$ cat src/rtl/gate_sweep_ctrl.sv
// gate_sweep_ctrl: self-test sequencer for one N_IN-input logic gate.
// Sweeps GATE_IN over every combination, holds each one SETTLE+1 cycles,
// samples GATE_OUT into TT and compares the result against EXP.
// Ports: CLK, RST (async, active-high), START, GATE_OUT in;
//        GATE_IN[N_IN], BUSY, DONE, PASS, TT[2**N_IN], ERR_IDX[N_IN] out.
// Option: define GATE_SWEEP_STOP_ON_FAIL_EN to end the sweep at the
//         first mismatching combination.
module gate_sweep_ctrl #(
    parameter int                 N_IN   = 2,
    parameter int                 SETTLE = 2,
    parameter logic [2**N_IN-1:0] EXP    = 4'b1000
) (
    input  logic                 CLK,
    input  logic                 RST,
    input  logic                 START,
    input  logic                 GATE_OUT,
    output logic [N_IN-1:0]      GATE_IN,
    output logic                 BUSY,
    output logic                 DONE,
    output logic                 PASS,
    output logic [2**N_IN-1:0]   TT,
    output logic [N_IN-1:0]      ERR_IDX
);

    localparam int              NC       = 2**N_IN;
    localparam logic [3:0]      CNT_LAST = 4'(SETTLE - 1);
    localparam logic [N_IN-1:0] IDX_LAST = '1;

    typedef enum logic [1:0] {
        S_IDLE,
        S_WAIT,
        S_SAMPLE,
        S_FIN
    } state_t;

    state_t          state_q, state_d;
    logic [N_IN-1:0] idx_q, idx_d;
    logic [3:0]      cnt_q, cnt_d;
    logic            fail_q, fail_d;
    logic            busy_q, busy_d;
    logic            done_q, done_d;
    logic            pass_q, pass_d;
    logic [NC-1:0]   tt_q, tt_d;
    logic [N_IN-1:0] err_q, err_d;
    logic            mm;
    logic            finish;

    // Current sample disagrees with the expected table entry.
    assign mm = (GATE_OUT != EXP[idx_q]);

`ifdef GATE_SWEEP_STOP_ON_FAIL_EN
    assign finish = mm || (idx_q == IDX_LAST);
`else
    assign finish = (idx_q == IDX_LAST);
`endif

    always_comb begin
        state_d = state_q;
        idx_d   = idx_q;
        cnt_d   = cnt_q;
        fail_d  = fail_q;
        busy_d  = busy_q;
        done_d  = 1'b0;
        pass_d  = pass_q;
        tt_d    = tt_q;
        err_d   = err_q;
        unique case (state_q)
            S_IDLE: begin
                if (START) begin
                    idx_d   = '0;
                    cnt_d   = '0;
                    fail_d  = 1'b0;
                    tt_d    = '0;
                    pass_d  = 1'b0;
                    err_d   = '0;
                    busy_d  = 1'b1;
                    state_d = S_WAIT;
                end
            end
            S_WAIT: begin
                cnt_d = cnt_q + 4'd1;
                if (cnt_q == CNT_LAST) begin
                    state_d = S_SAMPLE;
                end
            end
            S_SAMPLE: begin
                tt_d[idx_q] = GATE_OUT;
                if (mm && !fail_q) begin
                    fail_d = 1'b1;
                    err_d  = idx_q;
                end
                if (finish) begin
                    done_d  = 1'b1;
                    busy_d  = 1'b0;
                    pass_d  = ~(fail_q | mm);
                    state_d = S_FIN;
                end else begin
                    idx_d   = idx_q + 1'b1;
                    cnt_d   = '0;
                    state_d = S_WAIT;
                end
            end
            S_FIN: begin
                state_d = S_IDLE;
            end
            default: begin
                state_d = S_IDLE;
            end
        endcase
    end

    always_ff @(posedge CLK or posedge RST) begin
        if (RST) begin
            state_q <= S_IDLE;
            idx_q   <= '0;
            cnt_q   <= '0;
            fail_q  <= 1'b0;
            busy_q  <= 1'b0;
            done_q  <= 1'b0;
            pass_q  <= 1'b0;
            tt_q    <= '0;
            err_q   <= '0;
        end else begin
            state_q <= state_d;
            idx_q   <= idx_d;
            cnt_q   <= cnt_d;
            fail_q  <= fail_d;
            busy_q  <= busy_d;
            done_q  <= done_d;
            pass_q  <= pass_d;
            tt_q    <= tt_d;
            err_q   <= err_d;
        end
    end

    // The gate is driven straight from the sweep index register.
    assign GATE_IN = idx_q;
    assign BUSY    = busy_q;
    assign DONE    = done_q;
    assign PASS    = pass_q;
    assign TT      = tt_q;
    assign ERR_IDX = err_q;

endmodule

$ cat config.mk
export PLATFORM = sky130hd
export DESIGN_NAME = gate_sweep_ctrl
export DESIGN_NICKNAME = d
export VERILOG_FILES = /design/src/rtl/gate_sweep_ctrl.sv
export SDC_FILE = /design/constraint.sdc
export NUM_CORES = 1
export LEC_CHECK = 0
export CAP_MARGIN = 40
export CORE_AREA = 2 2 46 48
export DETAILED_ROUTE_END_ITERATION = 16
export DIE_AREA = 0 0 48 50
export HOLD_SLACK_MARGIN = 0.15
export MAX_ROUTING_LAYER = met4
export PLACE_DENSITY_LB_ADDON = 0.3
export SYNTH_ARGS = -nofsm -noshare
export SYNTH_HDL_FRONTEND = slang
export SYNTH_SLANG_ARGS = --single-unit
$ cat constraint.sdc
create_clock -name CLK -period 4.35 [get_ports CLK]
set_input_delay 1.305 -clock CLK [delete_from_list [all_inputs] [get_ports CLK]]
set_output_delay 1.305 -clock CLK [all_outputs]
set_load 0.005 [all_outputs]
* Yosys cells after proc, flatten, opt, wreduce, memory -nomap -nowiden
Cells that the tools add are included.
Storage, ports and cells: register bits after elaboration 18, input port bits 4, output and inout port bits 11, word-level logic and storage cells 66
Cells by class: add/subtract/negate cells 2, $lt $le $gt $ge 2, equal/unequal tests 11, muxes and demuxes 28, bitwise gates (word level) 2, reductions and logical operators 12
Operator list (count):
- two-way mux 2 bit | 6
- case mux 4 bit (3 select lines) | 1
- AND reduction 3 bit | 4
- inequality test 2 bit, second input constant | 5
- two-way mux 1 bit | 9
- two-way mux 4 bit | 2
- case mux 2 bit (2 select lines) | 2
- case mux 2 bit (4 select lines) | 1
- case mux 4 bit (2 select lines) | 1
- == test 2 bit, second input constant | 3
- case mux 1 bit (2 select lines) | 3
- adder 4 x 1 -> 4 bit, second input constant | 1
- bitwise mux 4 bit | 1
- == test 4 x 1 -> 1 bit, second input constant | 1
- AND reduction 2 bit | 2
- < comparator 2 x 3 -> 1 bit, second input constant | 1
- nonzero test 3 bit | 1
- adder 2 x 1 -> 2 bit, second input constant | 1
- binary-select mux 1 bit (select 2 bit) | 1
- demux 1 bit (select 2 bit) | 1
- == test 2 x 1 -> 1 bit, second input constant | 1
- greater-or-equal comparator 2 x 1 -> 1 bit, second input constant | 1
- logical AND 1 bit | 2
- zero test 2 bit | 1
- other kinds (5) | 5

* Longest topological paths before layout
word-level depth 7, gate-level depth with buffers 5, gate-level depth less buffers 5

* Worst setup path before layout
Ideal clock, no wire load.
path type input to register, from input GATE_OUT, to register err_q[0] (netlist: ERR_IDX[0]), library setup time 0.122 ns, arrival time 2.021 ns, required time 4.228 ns, setup slack 2.207 ns, stages on the path 4, path buffers 0, path through ha_1 -> nand2b_1 -> a21o_1 -> a32o_1
Between the ends: word-level cells in the longest chain between the ends 4
Ends and longest elaborated chain:
- from (decl) | RTL line 16 | input logic GATE_OUT,
- inequality test 1 bit | RTL line 49 | assign mm = (GATE_OUT != EXP[idx_q]);
- logical AND 1 bit | RTL line 88 | if (mm && !fail_q) begin
- inequality test 2 bit (no source line)
- AND reduction 3 bit (no source line)
- to (signal assigned) | RTL line 132 | err_q <= err_d;
- to (decl) | RTL line 44 | logic [N_IN-1:0] err_q, err_d;
No other way between the ends. A chain may end at the register's enable or synchronous reset.

* Worst setup path after layout
from register idx_q[0] (netlist: GATE_IN[0]), to output GATE_IN[0]
RTL lines:
- from (decl) | RTL line 37 | logic [N_IN-1:0] idx_q, idx_d;
- from (signal assigned) | RTL line 125 | idx_q <= idx_d;
- to (decl) | RTL line 17 | output logic [N_IN-1:0] GATE_IN,
No word-level cell between the ends.

==> metrics.md <==
| Metric | Value |
|---|---|
| Status | `complete, no violations` |
| Area fraction of the dominant cell type after synthesis | `between 40% and 50%` |
| Most common cell in the netlist | `dfrtp_1` |
| Clock-pin slew on the worst setup and hold paths | `about 0.10 ns` |
| HPWL reported at the end of detailed placement | `1180 um` |
| Synth warnings | `0` |
| Final worst slack | `1.70 ns` |
| Ys async rst share | `100%` |
| Detailed Route Iter0 Violations | `9` |
| Dpl ws | `between 1.5 and 2 ns` |
| Fin. max-slew vios | `0` |
| Post-Syn Area | `roughly 980 sq um` |
| First-pass GRT wire length | `2750 um` |
| Total Routing Usage GR | `approximately 16%` |
| 1st-pass router iterations | `4` |
| Worst hold path type | `register to register` |
| Fill cells | `approximately 160` |
| Setup bufs post-CTS | `0` |
| Hold worst-path end | `ERR_IDX[0]` |
| P&R area growth vs syn | `19.2%` |
| Buf+Inv Stages, Crit Path | `1` |
| Total Die Area | `approximately 2400 sq um` |
| Syn avg cell area | `around 11 sq um` |
| Highest routed layer | `met4` |
| Remaining antenna violation count after routing | `0` |
| Least-Margin Pin Slew | `approximately 0.68 ns` |
| Most frequent cells after synthesis | `dfrtp_1, inv_1, ha_1` |
| Drt drc | `0` |
| Clock skew | `0.00258 ns` |
| Final setup fails | `0` |
| Critical path's slowest cell | `clkdlybuf4s50_1` |
| Startpoint Class | `register` |
| Met3 wire length | `approximately 36 um` |
| Final instance area | `roughly 1200 sq um` |
| Core Region | `around 1900 sq um` |
| Crit Path Class | `register to primary output` |
| Via count | `722` |
| Vias per inst | `~5.6` |
| Sum Neg Setup Slack | `0 ns` |
| Post-Syn Instances | `87` |
| Largest net degree at the start of global routing | `19` |
| RR Startpoint | `GATE_IN[0]` |
| Total power | `648 uW` |
| Post-CTS sizing | `0` |
| Area contributors post-synth | `dfrtp_1, ha_1, mux2_2` |
| Post-CTS Hold Buffers | `0` |
| Hold Path Origin | `ERR_IDX[0]` |
| Htree depth | `1` |
| Number of synthesized flops with an enable pin | `0` |
| Post-DR wirelength/cell | `roughly 13 um` |
| Clock Sinks | `18` |
| Min Hold Slack | `between 0.4 and 0.5 ns` |
| Routability cong. | `between 0.7 and 0.8` |
| NumNets Final | `approximately 120` |
| Mapped Nets | `around 100` |
| Initial Util | `around 51%` |
| Register area | `approximately 450 sq um` |
| Area occupied by multi-input gates | `about 470 sq um` |
| Maximum VDD drop | `0.338 mV` |
| Reg-to-reg endpoint | `ERR_IDX[1]` |
| Crit path cell chain | `clkdlybuf4s50_1` |
| Reg2reg setup slack | `2.65 ns` |
| TritonCTS Buffers | `3` |
| Die Wd | `approximately 48 um` |
| Crit. End Element | `primary output` |
| I/O pin count | `15` |
| Netlist cell types | `27` |
| Worst path max stage delay | `roughly 0.56 ns` |
| MaxCap Viol Count | `0` |
| Clock insertion delay at the later pin of the skew report | `just under 0.3 ns` |
| Slew headroom | `a little over half` |
| Final hold vios | `0` |
| Clk root buf | `clkbuf_4` |
| Layout cells sized above 1 | `between 10% and 20%` |
| Final Cycle Share | `approximately 60%` |
| Met2 wire length | `about 800 um` |
| Top cell family by delay on the critical path | `buffers and inverters` |
| Depth of the worst hold-timing path | `1` |
| Worst Path Arrival | `1.35 ns` |
| Reg2reg path depth | `5` |
| GRT overflow | `0` |
| Cell Pwr Density | `between 500 and 600 nW/um^2` |
| Maximum fanout along the worst path | `7` |
| Post-Route WL | `1690 um` |
| Fmax achieved | `approximately 0.38 GHz` |
| Leakage power | `~0.00056 uW` |
| CTS tree | `built` |
| Port Buffers | `14` |
| Vias in the first global route | `roughly 680` |
| Post-Place Cell Area | `~1100 sq um` |
| CTS Buffer Depth | `2` |
| Sequential cell area fraction in the yosys report | `between 40 and 50%` |
| Req. time, crit path | `~3.0 ns` |
| FF+latch count, synth | `18` |
| Ys flop type | `dfrtp_1` |
| Diode count | `0` |
| RSZ-0062 raised after global routing | `no` |
| Initial antenna violation count | `0` |
| Row count | `16` |
| Biggest area consumer among synthesized cells | `dfrtp_1` |
| Minimum clock period | `about 2.7 ns` |
| Wl on met1 | `804 um` |
| DIE HEIGHT | `about 50 um` |
-- layer usage --
| metal | vias to the layer above | track usage, % |
|---|---|---|
| li1 | 343 | - |
| met1 | 356 | 19.6 |
| met2 | 16 | 25.8 |
| met3 | 7 | 2.20 |
| met4 | 0 | 8.11 |
| met5 | - | - |
-- cell families (layout without fill, tap and decap cells) --
kind of cell,after synthesis,count (layout),share of synthesized area [%]
buffers and inverters,11,27,5.77
AO/OA/AOI/OAI,27,27,22.9
multiplexers,4,4,4.62
flip-flops,18,18,46.2
AND/OR/NAND/NOR,19,19,10.3
adder cells (fa/ha/maj),8,8,10.3
-- worst max-delay path by stage --
stage,from,end,slack [ns],depth (start not counted)
detailed placement,GATE_OUT,ERR_IDX[1],1.69,5
global route,GATE_IN[0],GATE_IN[0],1.59,1
CTS,GATE_IN[0],GATE_IN[0],1.66,1
finish,GATE_IN[0],GATE_IN[0],1.70,1
floorplan,GATE_OUT,ERR_IDX[0],2.21,4
global placement,GATE_OUT,ERR_IDX[0],1.71,5
-- metrics by stage --
step,util (%),std cells
after floorplan,-,87
after global placement,59.3,126
after detailed placement,59.3,126
after CTS,61.2,130
after global routing,61.2,130
final,61.2,130
-- flip-flops by register name, indices dropped and copies added (netlist names) --
signal   cells
PASS         1
ERR_IDX      2
DONE         1
fail_q       1
cnt_q        4
GATE_IN      2
state_q      2
BUSY         1
TT           4
-- power breakdown --
group          switching, uW  internal [uW]  total [uW]
clock network           52.1           51.0         103
registers               78.0            212         290
logic                    110            146         255
total                    240            409         648
-- cell usage in the layout, fill, tap and decap left out, types with 2 or more instances in the layout --
master | Yosys | layout
nand2_1 | 4 | 4
inv_1 | 9 | 9
a22o_1 | 4 | 4
nand2b_1 | 3 | 3
nor2_1 | 4 | 4
a211o_1 | 2 | 2
clkbuf_4 | 0 | 3
nor3b_1 | 2 | 2
a32o_1 | 2 | 2
a21o_1 | 3 | 3
dfrtp_1 | 18 | 18
nor2b_1 | 2 | 2
a21oi_1 | 4 | 4
a22o_2 | 3 | 3
clkdlybuf4s50_1 | 0 | 14
o21ai_0 | 3 | 3
ha_1 | 8 | 8
mux2_2 | 4 | 4
-- layout make-up --
class,instances,share of cell area (%)
clock buffer,4,3.12
sequential,18,38.7
inverter,9,2.90
tap,27,2.90
multi-input combinational,58,40.3
timing repair buffer,14,12.0
(Power assumes the default switching activity.)
